--- config.mk ---
export PLATFORM = sky130hd
export DESIGN_NAME = ctr_ks_gen
export DESIGN_NICKNAME = d
export VERILOG_FILES = /design/src/rtl/ctr_ks_gen.sv
export SDC_FILE = /design/constraint.sdc
export NUM_CORES = 1
export LEC_CHECK = 0
export BUFFER_PORTS_ARGS = -buffer_cell sky130_fd_sc_hd__buf_4
export CAP_MARGIN = 10
export CELL_PAD_IN_SITES_DETAIL_PLACEMENT = 1
export CELL_PAD_IN_SITES_GLOBAL_PLACEMENT = 2
export CORE_MARGIN = 2
export CORE_UTILIZATION = 32
export DETAILED_ROUTE_END_ITERATION = 6
export PLACE_DENSITY_LB_ADDON = 0.1
export SLEW_MARGIN = 5
export SYNTH_ARGS = -nofsm -noshare
export SYNTH_HDL_FRONTEND = slang
export SYNTH_SLANG_ARGS = --single-unit
--- constraint.sdc ---
create_clock -name clk -period 1.9 [get_ports clk]
set_input_delay 0.38 -clock clk [delete_from_list [all_inputs] [get_ports clk]]
set_output_delay 0.38 -clock clk [all_outputs]
set_load 0.005 [all_outputs]
--- src/rtl/ctr_ks_gen.sv ---
// Counter-mode keystream source: issues inc32 counter blocks to a block-cipher engine and hands
// the encrypted blocks to ctr_xor one per ks_req rising edge, optionally keeping one spare block.
module ctr_ks_gen #(
    parameter bit PREFETCH = 1'b1
) (
    input  logic         clk,
    input  logic         rst_n,
    input  logic         ctr_load,
    input  logic [127:0] ctr_init,
    input  logic         ks_req,
    output logic         ks_valid,
    output logic [127:0] ks_data,
    input  logic         ecb_ready,
    output logic         ecb_start,
    output logic [127:0] ecb_block,
    input  logic         ecb_done,
    input  logic [127:0] ecb_result,
    output logic         ctr_wrap
);

    typedef enum logic [1:0] {
        ST_UNLOADED = 2'd0,
        ST_IDLE     = 2'd1,
        ST_BUSY     = 2'd2
    } state_t;

    state_t       state_q, state_d;
    logic [127:0] ctr_q, ctr_d;
    logic         ks_req_q, ks_req_d;
    logic         req_open_q, req_open_d;
    logic         drop_q, drop_d;
    logic         ks_valid_q, ks_valid_d;
    logic [127:0] ks_data_q, ks_data_d;
    logic         spare_valid_q, spare_valid_d;
    logic [127:0] spare_data_q, spare_data_d;
    logic         ecb_start_q, ecb_start_d;
    logic [127:0] ecb_block_q, ecb_block_d;
    logic         ctr_wrap_q, ctr_wrap_d;

    logic         req_edge;
    logic         issue;

    always_comb begin
        state_d       = state_q;
        ctr_d         = ctr_q;
        ks_req_d      = ks_req;
        req_open_d    = req_open_q;
        drop_d        = drop_q;
        ks_valid_d    = ks_valid_q;
        ks_data_d     = ks_data_q;
        spare_valid_d = spare_valid_q;
        spare_data_d  = spare_data_q;
        ecb_start_d   = 1'b0;
        ecb_block_d   = ecb_block_q;
        ctr_wrap_d    = ctr_wrap_q;

        req_edge = ks_req & ~ks_req_q;

        // A new request retires the presented block; it is either served from the spare or left open.
        if (req_edge) begin
            if (spare_valid_q) begin
                ks_valid_d    = 1'b1;
                ks_data_d     = spare_data_q;
                spare_valid_d = 1'b0;
            end else begin
                ks_valid_d = 1'b0;
                req_open_d = 1'b1;
            end
        end

        if (state_q == ST_BUSY && ecb_done) begin
            state_d = ST_IDLE;
            if (drop_q) begin
                drop_d = 1'b0;
            end else if (req_open_d) begin
                ks_valid_d = 1'b1;
                ks_data_d  = ecb_result;
                req_open_d = 1'b0;
            end else begin
                spare_valid_d = 1'b1;
                spare_data_d  = ecb_result;
            end
        end

        // Load flushes every buffered block but keeps outstanding requests against the new counter.
        if (ctr_load) begin
            ctr_d         = ctr_init;
            ks_valid_d    = 1'b0;
            spare_valid_d = 1'b0;
            ctr_wrap_d    = 1'b0;
            req_open_d    = req_open_q | req_edge;
            drop_d        = (state_q == ST_BUSY) && !ecb_done;
            if (state_q == ST_UNLOADED) begin
                state_d = ST_IDLE;
            end
        end

        issue = (state_q == ST_IDLE) && !ctr_load && ecb_ready &&
                (req_open_d || ((PREFETCH != 1'b0) && !spare_valid_d));

        if (issue) begin
            state_d     = ST_BUSY;
            ecb_start_d = 1'b1;
            ecb_block_d = ctr_q;
            ctr_d       = {ctr_q[127:32], ctr_q[31:0] + 32'd1};
            if (&ctr_q[31:0]) begin
                ctr_wrap_d = 1'b1;
            end
        end
    end

    always_ff @(posedge clk or negedge rst_n) begin
        if (!rst_n) begin
            state_q       <= ST_UNLOADED;
            ctr_q         <= '0;
            ks_req_q      <= 1'b0;
            req_open_q    <= 1'b0;
            drop_q        <= 1'b0;
            ks_valid_q    <= 1'b0;
            ks_data_q     <= '0;
            spare_valid_q <= 1'b0;
            spare_data_q  <= '0;
            ecb_start_q   <= 1'b0;
            ecb_block_q   <= '0;
            ctr_wrap_q    <= 1'b0;
        end else begin
            state_q       <= state_d;
            ctr_q         <= ctr_d;
            ks_req_q      <= ks_req_d;
            req_open_q    <= req_open_d;
            drop_q        <= drop_d;
            ks_valid_q    <= ks_valid_d;
            ks_data_q     <= ks_data_d;
            spare_valid_q <= spare_valid_d;
            spare_data_q  <= spare_data_d;
            ecb_start_q   <= ecb_start_d;
            ecb_block_q   <= ecb_block_d;
            ctr_wrap_q    <= ctr_wrap_d;
        end
    end

    assign ks_valid  = ks_valid_q;
    assign ks_data   = ks_data_q;
    assign ecb_start = ecb_start_q;
    assign ecb_block = ecb_block_q;
    assign ctr_wrap  = ctr_wrap_q;

endmodule
# [Word level (Yosys, flattened, before mapping)]
# Cells that the tools add are included.
[totals] elab_cells=70 in_bits=262 register_bits=521 out_inout_bits=259
[op_classes] reduce_logical=15 addsub=1 n_eq_ne=2 mux=33 bitwise=6
[ops] op="128-bit 2-to-1 mux" count=5
[ops] op="32-bit 2-to-1 mux" count=2
[ops] op="32-bit by 1-bit adder with 32-bit output, second input constant" count=1
[ops] op="32-bit AND reduction" count=1
[ops] op="1-bit 2-to-1 mux" count=22
[ops] op="2-bit 2-to-1 mux" count=4
[ops] op="1-bit logical AND" count=5
[ops] op="1-bit NOT" count=4
[ops] op="2-bit nonzero test" count=2
[ops] op="1-bit logical NOT" count=3
[ops] op="3-bit AND reduction" count=1
[ops] op="2-bit by 1-bit equality test with 1-bit output, second input constant" count=1
[ops] op="2-bit equality test, second input constant" count=1
[ops] op="2-bit logical NOT" count=1
[ops] op="2-bit AND reduction" count=1
[ops] op="1-bit bitwise AND" count=1
[ops] op="1-bit logical OR" count=1
[ops] op="1-bit bitwise OR" count=1

# [Longest topological paths before layout]
[logic_depth] word_depth=12 mapped_depth=8 ltp_nobuf=6

# [Least setup slack after synthesis]
# Ideal clock, no wire load.
[synth_path] kind="register -> register" startpoint="reg state_q[0]" endpoint="reg ecb_block_q[30], in the netlist ecb_block[30]" required_ns=1.773 synth_period_minus_slack_ns=2.020 arrival_ns=1.892 path_slack_ns=-0.120 stages_incl_launch_ff=8 setup_ns=0.127 n_path_buf=2 path_cell_list="dfrtp_1 nand4bb_2 maj3_2 o211ai_2 nor2_1 buf_4 buf_6 mux2_1"
[synth_via] elab_chain_cells=7 elab_cells_between_ends=12 cone_classes="2 x eq/ne; 4 x mux; 6 x reduce/logical"
[synth_rtl] item="start, declared" line="27" text="state_t state_q, state_d;"
[synth_rtl] item="start signal, assigned" line="127" text="state_q <= state_d;"
[synth_rtl] item="2-bit equality test" line="71" text="if (state_q == ST_BUSY && ecb_done) begin"
[synth_rtl] item="1-bit logical AND" line="71"
[synth_rtl] item="1-bit 2-to-1 mux" line="71"
[synth_rtl] item="1-bit 2-to-1 mux" line="86" text="if (ctr_load) begin"
[synth_rtl] item="1-bit logical NOT" line="99" text="(req_open_d || ((PREFETCH != 1'b0) && !spare_valid_d));"
[synth_rtl] item="1-bit logical OR" line="99"
[synth_rtl] item="1-bit logical AND (*)" line="98" text="issue = (state_q == ST_IDLE) && !ctr_load && ecb_ready &&"
[synth_rtl] item="end signal, assigned" line="137" text="ecb_block_q <= ecb_block_d;"
[synth_rtl] item="end, declared" line="37" text="logic [127:0] ecb_block_q, ecb_block_d;"
# Mark *: on every way between the ends. The rest lies on a longest branch, timed or not.
# A chain may end at the register's enable or synchronous reset.

# [Final worst setup path]
[layout_path] startpoint="reg state_q[1]" endpoint="reg ecb_block_q[26], in the netlist ecb_block[26]"
# Same word-level chain as after synthesis.

==> out/metrics.cfg <==
[setup_path]
critPathBufInv = 3
cp.arrival_ns = 2.58
crit_type = flip-flop to flip-flop
critPathMostFrequentCell = buf_12
max_stage_delay_ns = 0.45
path_delay_family = buffers and inverters
crit_chain = buf_6 > nor3b_4 > o211ai_4 > nor2_4 > buf_12 > buf_12 > mux2_2
rrSetupSlack_ns = -0.18
cp_max_fo = 17
critPathRequiredTime_ns = 2.40
endpoint_kind = flip-flop
cpMaxStageDelayCell = dfrtp_2
startpoint_type = flip-flop

[die]
dieArea_um2 = 68490
fp.dieW_um = 261.7
die_h_um = 261.7
num_rows = 94
start_util = 0.3233
ios = 521
coreArea_um2 = 65750

[global_route]
grt_pass1_wl_mm = 105.8
track_usage = 0.1992
grt-ovfl-total = 0
grt-busiest-layer = met2
grt_use_met2 = 0.3451
groute.layer.met1.usage = 0.2381
grt_max_degree = 64
use_met3 = 0.05131
antenna_found_initial = 7
grt_pass1_vias = 17780

[logic_synthesis]
synth-compound-area-share = 0.05434
syn_nets = 1827
synth-xor-area-share = 0.005357
synthArstFlopShare = 1.000
synthAdderAreaFrac = 0.001648
ys_top_cells_by_area = dfrtp_1 (61%), mux2_2 (18%), mux2i_1 (6.2%), a21oi_1 (3.1%), nor2_1 (2.6%)
synth.top_cell.area_share = 0.6134
ys_seq_elements = 521
ys_types = 59
synthSimpleGateAreaFrac = 0.05422
syn_area_per_cell_um2 = 13.59
synthCells = 1564
synth_mux_area_frac = 0.2482
ys_seq_area_frac = 0.6134
synthesis.area_um2 = 21250
dominantRegCellSynth = dfrtp_1
synth.yosys.warnings = 0
synth_edf_count = 0
synth_area_leader_cell = dfrtp_1
synth_top_family_by_area = multiplexers

[power_and_ir_drop]
power_switching_w = 0.01216
powerDensity_nw_per_um2 = 1260
p_sw_frac = 0.2942
combPwrFrac = 0.316
total_power_w = 0.04132
pwr-share-seq = 0.410
p_int_w = 0.02917
ir_drop_mv = 0.7897
clock_power_share = 0.275
p_leak_nw = 15.90

[sta]
hold_viol = 0
worst_pin_slew_ns = 0.4155
setup_violations = 153
fmax_mhz = 480.5
relSlewSlack = 0.7230
drv_slew = 0
post-route-min-period_ns = 2.081
rsz0062_at_grt = true
layout_setup_ws_ns = -0.1811
hold_slack_ns = 0.03215
fin_crit_sh = 1.095
fin_skew_ns = 0.03543

[final_layout]
post-route-util = 0.4987
final.fill_count = 6671
nets = 2724
area_delta_synth_final_pct = 54.28
final_layout_size_suffix_gt1_frac = 0.4671
final_area_um2 = 32790

[clock_tree]
clk_latency_ns = 0.65
htree_num_levels = 2
cts_root_buffer = clkbuf_16
cts_inserted_buffers = 59
cts_tree = built
path_clk_slew_ns = 0.06
cts.sinks = 521
cts_buffer_depth = 3

[placement]
place_congestion = 0.7973
placed_cell_area_um2 = 27240
place_ws_ns = -0.4439
io_buffers = 520
hpwl_mm = 47.63

[min_path]
hold_path_class = input port to flip-flop

[route]
drtPass1Iterations = 4
drc = 0
vias = 15990
drt_wl_total_mm = 71.75
wl_per_cell_um = 21.23
drt_iter0_drc = 539
viasPerCell = 4.730
ant_nets = 0

[flow_run]
max-cap-violations = 0

[status]
status = finished, violations left
violations = setup timing

## flip-flops by register name, summed over array words and instances (netlist names)
signal / flops
drop_q: 1
ks_req_q: 1
ecb_start: 1
spare_valid_q: 1
ctr_q: 128
ks_data: 128
spare_data_q: 128
ecb_block: 128
ks_valid: 1
state_q: 2
req_open_q: 1
ctr_wrap: 1
## synthesized netlist by cell type (6+ instances only)
cell type	instances
mux2_2	331
xor2_1	7
inv_1	7
or4_1	6
a31oi_1	12
o21ai_0	21
or3_1	7
dfrtp_1	521
xnor2_1	6
clkbuf_1	60
mux2_1	21
nor2_1	148
a21oi_1	132
nand2_1	30
buf_2	18
o2111ai_1	7
mux2i_1	131
buf_6	10
nand3_1	19
## cell families after synthesis
group | after synthesis
mux | 483
buf+inv | 102
simple gates | 242
flops | 521
fa+ha+maj | 3
compound gates | 200
xor+xnor | 13
## worst register-to-register path, stage by stage, from the launching register on
cell and delay (ns):
dfrtp_2 0.45, buf_6 0.14, nor3b_4 0.25, o211ai_4 0.13
nor2_4 0.23, buf_12 0.22, buf_12 0.19, mux2_2 0.35
## metal layers
| metal | wire, um | part of all wire |
|---|---|---|
| met5 | 23 | 0.00032 |
| met4 | 2267 | 0.032 |
| met3 | 3967 | 0.055 |
| met2 | 36480 | 0.51 |
| met1 | 29010 | 0.40 |
## power by group through the flow
stage,clock [W],combinational (W),sequential [W]
CTS,0.0117,0.0128,0.0169
global placement,0,0.0115,0.0169
finish,0.0113,0.0130,0.0169
detailed placement,0,0.0118,0.0171
global route,0.0122,0.0141,0.0174
floorplan,0,0.00440,0.0168
## worst paths after layout
| check | from | endpoint | cells after the start |
|---|---|---|---|
| worst max-delay path | state_q[1] | ecb_block[26] | 7 |
| worst min-delay path | ctr_init[9] | ctr_q[9] | 3 |
| worst max register to register | state_q[1] | ecb_block[26] | 7 |
| worst min register to register | ctr_q[116] | ecb_block[116] | 1 |
| max in group asynchronous | rst_n | ks_data[58] | 4 |
| min in group asynchronous | rst_n | ecb_block[17] | 2 |
## area by class of cell
class / instances / area, um^2 / share of cell area
clock inverter: 16 / 191.4 / 0.005838
sequential: 521 / 13040 / 0.3977
tap: 864 / 1081 / 0.03297
multi-input combinational: 944 / 8138 / 0.2482
antenna: 7 / 17.52 / 0.0005342
clock buffer: 93 / 1754 / 0.05350
inverter: 8 / 30.03 / 0.0009158
timing repair buffer: 927 / 8538 / 0.2604
## metrics by stage
stage	TNS (ns)	std cells
2_1_floorplan	-2.183	1564
3_3_place_gp	-103.51	2983
3_5_place_dp	-110.36	2983
4_1_cts	-14.04	3349
5_1_grt	-31.25	3379
6_report	-19.05	3380
## what timing repair did
item / in CTS / in global routing
setup endpoints to repair: 407 / 238
gates cloned: 7 / 16
resized for setup: 64 / 45
hold endpoints to repair: 511 / 0
hold buffers: 239 / 0
setup buffers: 11 / 9
pin swaps: 26 / 27
## placed cells by master, fill, tap and decap left out, types with 11 or more instances in the layout
cell type      instances
buf_16                13
dlygate4sd3_1        239
nand2_1               28
o21ai_0               11
clkinv_2              11
clkbuf_1              19
a21oi_1              130
mux2_2               331
buf_6                 20
dfrtp_1              520
buf_12                32
clkbuf_8              15
o21ai_1               14
clkbuf_16             70
nand3_1               18
mux2i_1              131
mux2_4                14
buf_4                605
nor2_1               145
Note: power is estimated with default switching activity, not from simulation.
